[src/rtl/arith_pkg.sv]
// Shared arithmetic constants and the pipeline-depth helper for the CLA adder.
package arith_pkg;

   localparam int DEF_WIDTH       = 16;
   localparam int DEF_GROUP_WIDTH = 4;

   // Number of look-ahead groups in a word; 0 marks a width that does not split evenly.
   function automatic int calc_stages(input int width, input int group_width);
      int stages;
      if (group_width <= 0 || width <= 0 || (width % group_width) != 0)
         stages = 0;
      else
         stages = width / group_width;
      return stages;
   endfunction

endpackage

[src/rtl/cla_group.sv]
// One look-ahead carry group: sum of a GROUP_WIDTH slice with every carry
// expanded to two-level generate/propagate logic (no internal ripple).
module cla_group
   import arith_pkg::*;
#(
   parameter int GROUP_WIDTH = DEF_GROUP_WIDTH
) (
   input  logic [GROUP_WIDTH-1:0] a,
   input  logic [GROUP_WIDTH-1:0] b,
   input  logic                   cin,
   output logic [GROUP_WIDTH-1:0] sum,
   output logic                   cout,
   output logic                   cmsb
);

   logic [GROUP_WIDTH-1:0] p, g;
   logic [GROUP_WIDTH:0]   c;
   logic                   term;

   assign p = a ^ b;
   assign g = a & b;

   // c[i+1] = cin&p[0..i] | g[0]&p[1..i] | ... | g[i], built as a flat sum of products.
   always_comb begin
      c    = '0;
      term = 1'b0;
      c[0] = cin;
      for (int i = 0; i < GROUP_WIDTH; i++) begin
         term = cin;
         for (int m = 0; m <= i; m++) term = term & p[m];
         c[i+1] = term;
         for (int j = 0; j <= i; j++) begin
            term = g[j];
            for (int m = j + 1; m <= i; m++) term = term & p[m];
            c[i+1] = c[i+1] | term;
         end
      end
   end

   assign sum  = p ^ c[GROUP_WIDTH-1:0];
   assign cout = c[GROUP_WIDTH];
   assign cmsb = c[GROUP_WIDTH-1];

endmodule

[src/rtl/cla_adder_pipelined.sv]
// Pipelined add/subtract: one look-ahead group per stage, the group carry
// registered between stages, operands skewed forward and sum bits deskewed.
module cla_adder_pipelined
   import arith_pkg::*;
#(
   parameter int WIDTH       = DEF_WIDTH,
   parameter int GROUP_WIDTH = DEF_GROUP_WIDTH
) (
   input  logic             Clock_In,
   input  logic             Reset_n_In,
   input  logic             Enable_In,
   input  logic             Valid_In,
   output logic             Ready_Out,
   input  logic [WIDTH-1:0] Data_A_In,
   input  logic [WIDTH-1:0] Data_B_In,
   input  logic             Carry_In,
   input  logic             Sub_In,
   output logic             Valid_Out,
   input  logic             Ready_In,
   output logic [WIDTH-1:0] Sum_Out,
   output logic             Carry_Out,
   output logic             Overflow_Out
);

   localparam int STAGES = calc_stages(WIDTH, GROUP_WIDTH);

   if (STAGES == 0) begin : g_bad_split
      $error("cla_adder_pipelined: WIDTH must be a non-zero multiple of GROUP_WIDTH");
   end

   // Stage k registers hold the state leaving stage k; index STAGES-1 is the output.
   logic                            advance;
   logic [STAGES-1:0]               vld_pipe, vld_st;
   logic [STAGES-1:0][WIDTH-1:0]    a_q, b_q, s_q;
   logic [STAGES-1:0]               c_q;
   logic                            ovf_q;
   logic [STAGES-1:0][WIDTH-1:0]    a_st, b_st, s_st, s_nx;
   logic [STAGES-1:0]               c_st;
   logic [STAGES-1:0][GROUP_WIDTH-1:0] grp_sum;
   logic [STAGES-1:0]               grp_cout, grp_cmsb;
   logic                            unused_bits;

   // Global stall: everything moves only when the output slot is free or being drained.
   assign advance   = Enable_In & (~Valid_Out | Ready_In);
   assign Ready_Out = advance;

   // Stage inputs: stage 0 takes the port operands (B inverted for subtract), later stages their predecessor.
   always_comb begin
      vld_st    = '0;
      a_st      = '0;
      b_st      = '0;
      s_st      = '0;
      c_st      = '0;
      vld_st[0] = Valid_In;
      a_st[0]   = Data_A_In;
      b_st[0]   = Data_B_In ^ {WIDTH{Sub_In}};
      c_st[0]   = Carry_In ^ Sub_In;
      for (int k = 1; k < STAGES; k++) begin
         vld_st[k] = vld_pipe[k-1];
         a_st[k]   = a_q[k-1];
         b_st[k]   = b_q[k-1];
         s_st[k]   = s_q[k-1];
         c_st[k]   = c_q[k-1];
      end
   end

   for (genvar k = 0; k < STAGES; k++) begin : g_stage
      cla_group #(.GROUP_WIDTH(GROUP_WIDTH)) u_grp (
         .a    (a_st[k][k*GROUP_WIDTH +: GROUP_WIDTH]),
         .b    (b_st[k][k*GROUP_WIDTH +: GROUP_WIDTH]),
         .cin  (c_st[k]),
         .sum  (grp_sum[k]),
         .cout (grp_cout[k]),
         .cmsb (grp_cmsb[k])
      );
   end

   // Each stage drops its freshly resolved group into the partially built sum.
   always_comb begin
      s_nx = s_st;
      for (int k = 0; k < STAGES; k++) s_nx[k][k*GROUP_WIDTH +: GROUP_WIDTH] = grp_sum[k];
   end

   // Pipeline registers; overflow is formed at the last group and kept alongside the sum.
   always_ff @(posedge Clock_In or negedge Reset_n_In) begin
      if (!Reset_n_In) begin
         vld_pipe <= '0;
         a_q      <= '0;
         b_q      <= '0;
         s_q      <= '0;
         c_q      <= '0;
         ovf_q    <= 1'b0;
      end else if (advance) begin
         vld_pipe <= vld_st;
         a_q      <= a_st;
         b_q      <= b_st;
         s_q      <= s_nx;
         c_q      <= grp_cout;
         ovf_q    <= grp_cout[STAGES-1] ^ grp_cmsb[STAGES-1];
      end
   end

   assign Valid_Out    = vld_pipe[STAGES-1];
   assign Sum_Out      = s_q[STAGES-1];
   assign Carry_Out    = c_q[STAGES-1];
   assign Overflow_Out = ovf_q;

   // Operand copies leaving the last stage and carries-into-MSB of inner groups have no consumer.
   assign unused_bits = ^{a_q[STAGES-1], b_q[STAGES-1], grp_cmsb};

endmodule

[config.mk]
export PLATFORM = sky130hd
export DESIGN_NAME = cla_adder_pipelined
export DESIGN_NICKNAME = d
export VERILOG_FILES = /design/src/rtl/arith_pkg.sv /design/src/rtl/cla_group.sv /design/src/rtl/cla_adder_pipelined.sv
export SDC_FILE = /design/constraint.sdc
export NUM_CORES = 1
export LEC_CHECK = 0
export ABC_AREA = 1
export BUFFER_PORTS_ARGS = -buffer_cell sky130_fd_sc_hd__buf_2
export CAP_MARGIN = 25
export CORE_ASPECT_RATIO = 0.9
export CORE_UTILIZATION = 58
export DETAILED_ROUTE_END_ITERATION = 8
export PLACE_DENSITY = 0.8
export SETUP_SLACK_MARGIN = 0.05
export SYNTH_ARGS = -nofsm -noshare
export SYNTH_HDL_FRONTEND = slang
export SYNTH_HIERARCHICAL = 1
export SYNTH_SLANG_ARGS = --single-unit
[constraint.sdc]
create_clock -name Clock_In -period 1.8 [get_ports Clock_In]
set_input_delay 0.18 -clock Clock_In [delete_from_list [all_inputs] [get_ports Clock_In]]
set_output_delay 0.18 -clock Clock_In [all_outputs]
set_load 0.005 [all_outputs]
==> flow_summary_export.csv <==
group,metric,value,unit
status,status,"finished with violations",
status,violations,"DRC",
logic_synthesis,ys_warn_count,6,
grt,grt_pass1_vias,3660,
floorplan,die_h,88.55,µm
routing,drc,1,
routing,wl_per_cell,12.06,µm
placed_design,place_ws,0.1199,ns
routing,via_per_inst,5.112,
timing,fin_crit,1.638,ns
routing,ant_nets,0,
grt,overflow,0,
logic_synthesis,synth_cell_types,16,
grt,grt_pass1_wl,15.74,mm
logic_synthesis,synth-seq-cells,97,
power,power_leakage,3.152,nW
layout,synthToLayoutAreaGrowth,13.40,%
timing,tightest_slew,0.4928,ns
setup_path,cp_top_family,"simple AND/OR/NAND/NOR gates",
setup_path,cp_common_cell,"nand2_1",
grt,grt_max_degree,98,
setup_path,start_kind,"flip-flop",
layout,layout_commonest_cell,"nand2_1",
timing,worst_slack,0.1615,ns
setup_path,crit_arrival,1.93,ns
setup_path,cpPeakStageDelay,0.41,ns
cts,cts_tree,"built",
power,ir_drop,0.4823,mV
floorplan,dieArea,0.008692,mm²
floorplan,ioPinCount,59,
logic_synthesis,syn_area,0.004827,mm²
floorplan,die_w,98.17,µm
logic_synthesis,syn_avg_cell_area,8.154,µm²
timing,slew_headroom,67.15,%
worst_hold_path,min_path_type,"in2reg",
placed_design,portBuffers,58,
timing,rsz0062_at_grt,"no",
cts,h-tree-depth,3,
timing,period_share,91.03,%
placed_design,place_inst,724,
layout,drive_gt1_share,15.19,%
routing,wirelength,8.974,mm
timing,worst_clock_skew,0.009517,ns
setup_path,path_max_fanout,3,
timing,timing_hold_violations_final,0,
setup_path,crit_slowest_cell,"dfrtp_1",
timing,setup_viol,0,
grt,grt_antenna_before_repair,0,
logic_synthesis,synthCells,592,
logic_synthesis,seq_area_frac_synth,50.29,%
setup_path,path_cells,"ha_1 > ha_1 > nand3_1 > nand4_2 > nand2_2 > nand2_2 > inv_1 > nand2_1 > nand2_1 > nand2_1 > nand2_1",
layout,multi_input_area,0.002091,mm²
layout,final_cell_mix,"nand2_1, dfrtp_1, nand3_1",
cts,clk_path_buf_depth,2,
placed_design,gp_congestion,0.7762,
cts,cts_root_buffer,"clkbuf_8",
timing,slew_violations,0,
placed_design,hpwl,5.911,mm
setup_path,end_kind,"flip-flop",
floorplan,rows,31,
logic_synthesis,synth_fp_nets,655,
run,drv_cap,0,
grt,grtUsageTotal,22.63,%
routing,vias,3803,
setup_path,crit_type,"reg2reg",
cts,path_clk_slew,0.09,ns
routing,drt-pass1-iter-count,8,
routing,drtIter0Drc,192,
power,cellPowerDensity,1327,mW/mm²
layout,nNetsFinal,703,
floorplan,start_util,59.83,%
setup_path,cp.buffers_inverters,1,
cts,cts_sinks,97,
floorplan,core,0.008068,mm²
timing,setup-tns-final,0,ns
cts,clock_latency,0.36,ns
timing,fmaxAchievable,0.6103,GHz
layout,regArea,0.002427,mm²
setup_path,required,2.09,ns
cts,cts_buffers,9,
layout,nFillCells,660,
layout,fin_cells,744,
layout,final_core_utilization,67.85,%
layout,antenna_cells,0,
==> tightest hold or removal path, cell delays in order <==
cell     delay (ns)
buf_2          0.08
nand3_1        0.07
nand2_1        0.06
==> cell usage after synthesis, drive strengths merged <==
master | instances | area [µm²]
fa | 4 | 80.08
inv | 41 | 153.9
clkbuf | 3 | 11.26
dfrtp | 97 | 2427
nand4 | 4 | 50.05
nand2 | 281 | 1057
nand3 | 99 | 515.5
buf | 29 | 158.9
ha | 20 | 250.2
a21oi | 1 | 8.760
xnor2 | 2 | 17.52
xor2 | 11 | 96.34
==> registers in the layout, indices dropped and copies added (netlist names) <==
signal	count
a_q	24
b_q	24
s_nx	24
Sum_Out	16
c_q	4
vld_pipe	4
Overflow_Out	1
==> per-stage QoR <==
step                      instance area, µm²  total power [mW]  hold slack, ns
after detailed placement                5186             5.562          0.2711
after global routing                    5474             7.824         0.05673
after global placement                  5186             5.435          0.2716
after floorplan                         4835             4.892         -0.1156
after CTS                               5446             7.267         0.04113
final                                   5474             7.264         0.05242
==> layer usage <==
layer,GRT usage (%),vias to the layer above,part of all wire [%]
met3,4.976,7,3.7
met4,7.056,0,0.90
met5,0,-,0
li1,-,1942,-
met1,28.84,1774,48
met2,39.37,80,47
==> power breakdown <==
part           total [mW]  leakage (nW)  internal (mW)  switching [mW]
Sequential           3.32          1.22           2.89           0.424
Clock                1.69         0.127          0.966           0.727
Combinational        2.26          1.81          0.970            1.29
Total                7.26          3.15           4.83            2.44
==> cells by family (layout without fill, tap and decap cells) <==
group	after synthesis	count (layout)	synth area share, %
buffers and inverters	73	126	6.713
DFF	97	97	50.29
xor gates and xnor gates	13	13	2.359
adders and majority gates	24	24	6.843
and+or+nand+nor	384	384	33.62
AOI/OAI and AO/OA	1	1	0.1815
==> timing repair <==
item | 4_1_cts | 5_1_grt
buffers inserted | 0 | 3
endpoints found under the hold margin | 97 | 0
gates resized for setup | 0 | 2
hold buffers | 1 | 0
setup endpoints to repair | 0 | 1
==> cell type report <==
| class | instances | area share [%] |
|---|---|---|
| multi-input combinational | 422 | 38.19 |
| tap | 99 | 2.263 |
| sequential | 97 | 44.34 |
| clock buffer | 10 | 2.514 |
| inverter | 41 | 2.811 |
| clock inverter | 6 | 2.057 |
| timing repair buffer | 69 | 7.817 |
==> worst paths after layout <==
check | from | end | slack [ns] | depth (start not counted)
worst max register to register | a_q[44] | Overflow_Out | 0.16 | 11
worst min register to register | Sum_Out[11] | Sum_Out[11] | 0.47 | 2
min in group asynchronous | Reset_n_In | Sum_Out[14] | 0.40 | 3
worst max-delay path | a_q[44] | Overflow_Out | 0.16 | 11
max in group asynchronous | Reset_n_In | b_q[28] | 1.02 | 3
worst min-delay path | Data_A_In[12] | a_q[12] | 0.05 | 3
Note: power is estimated with default switching activity, not from simulation.
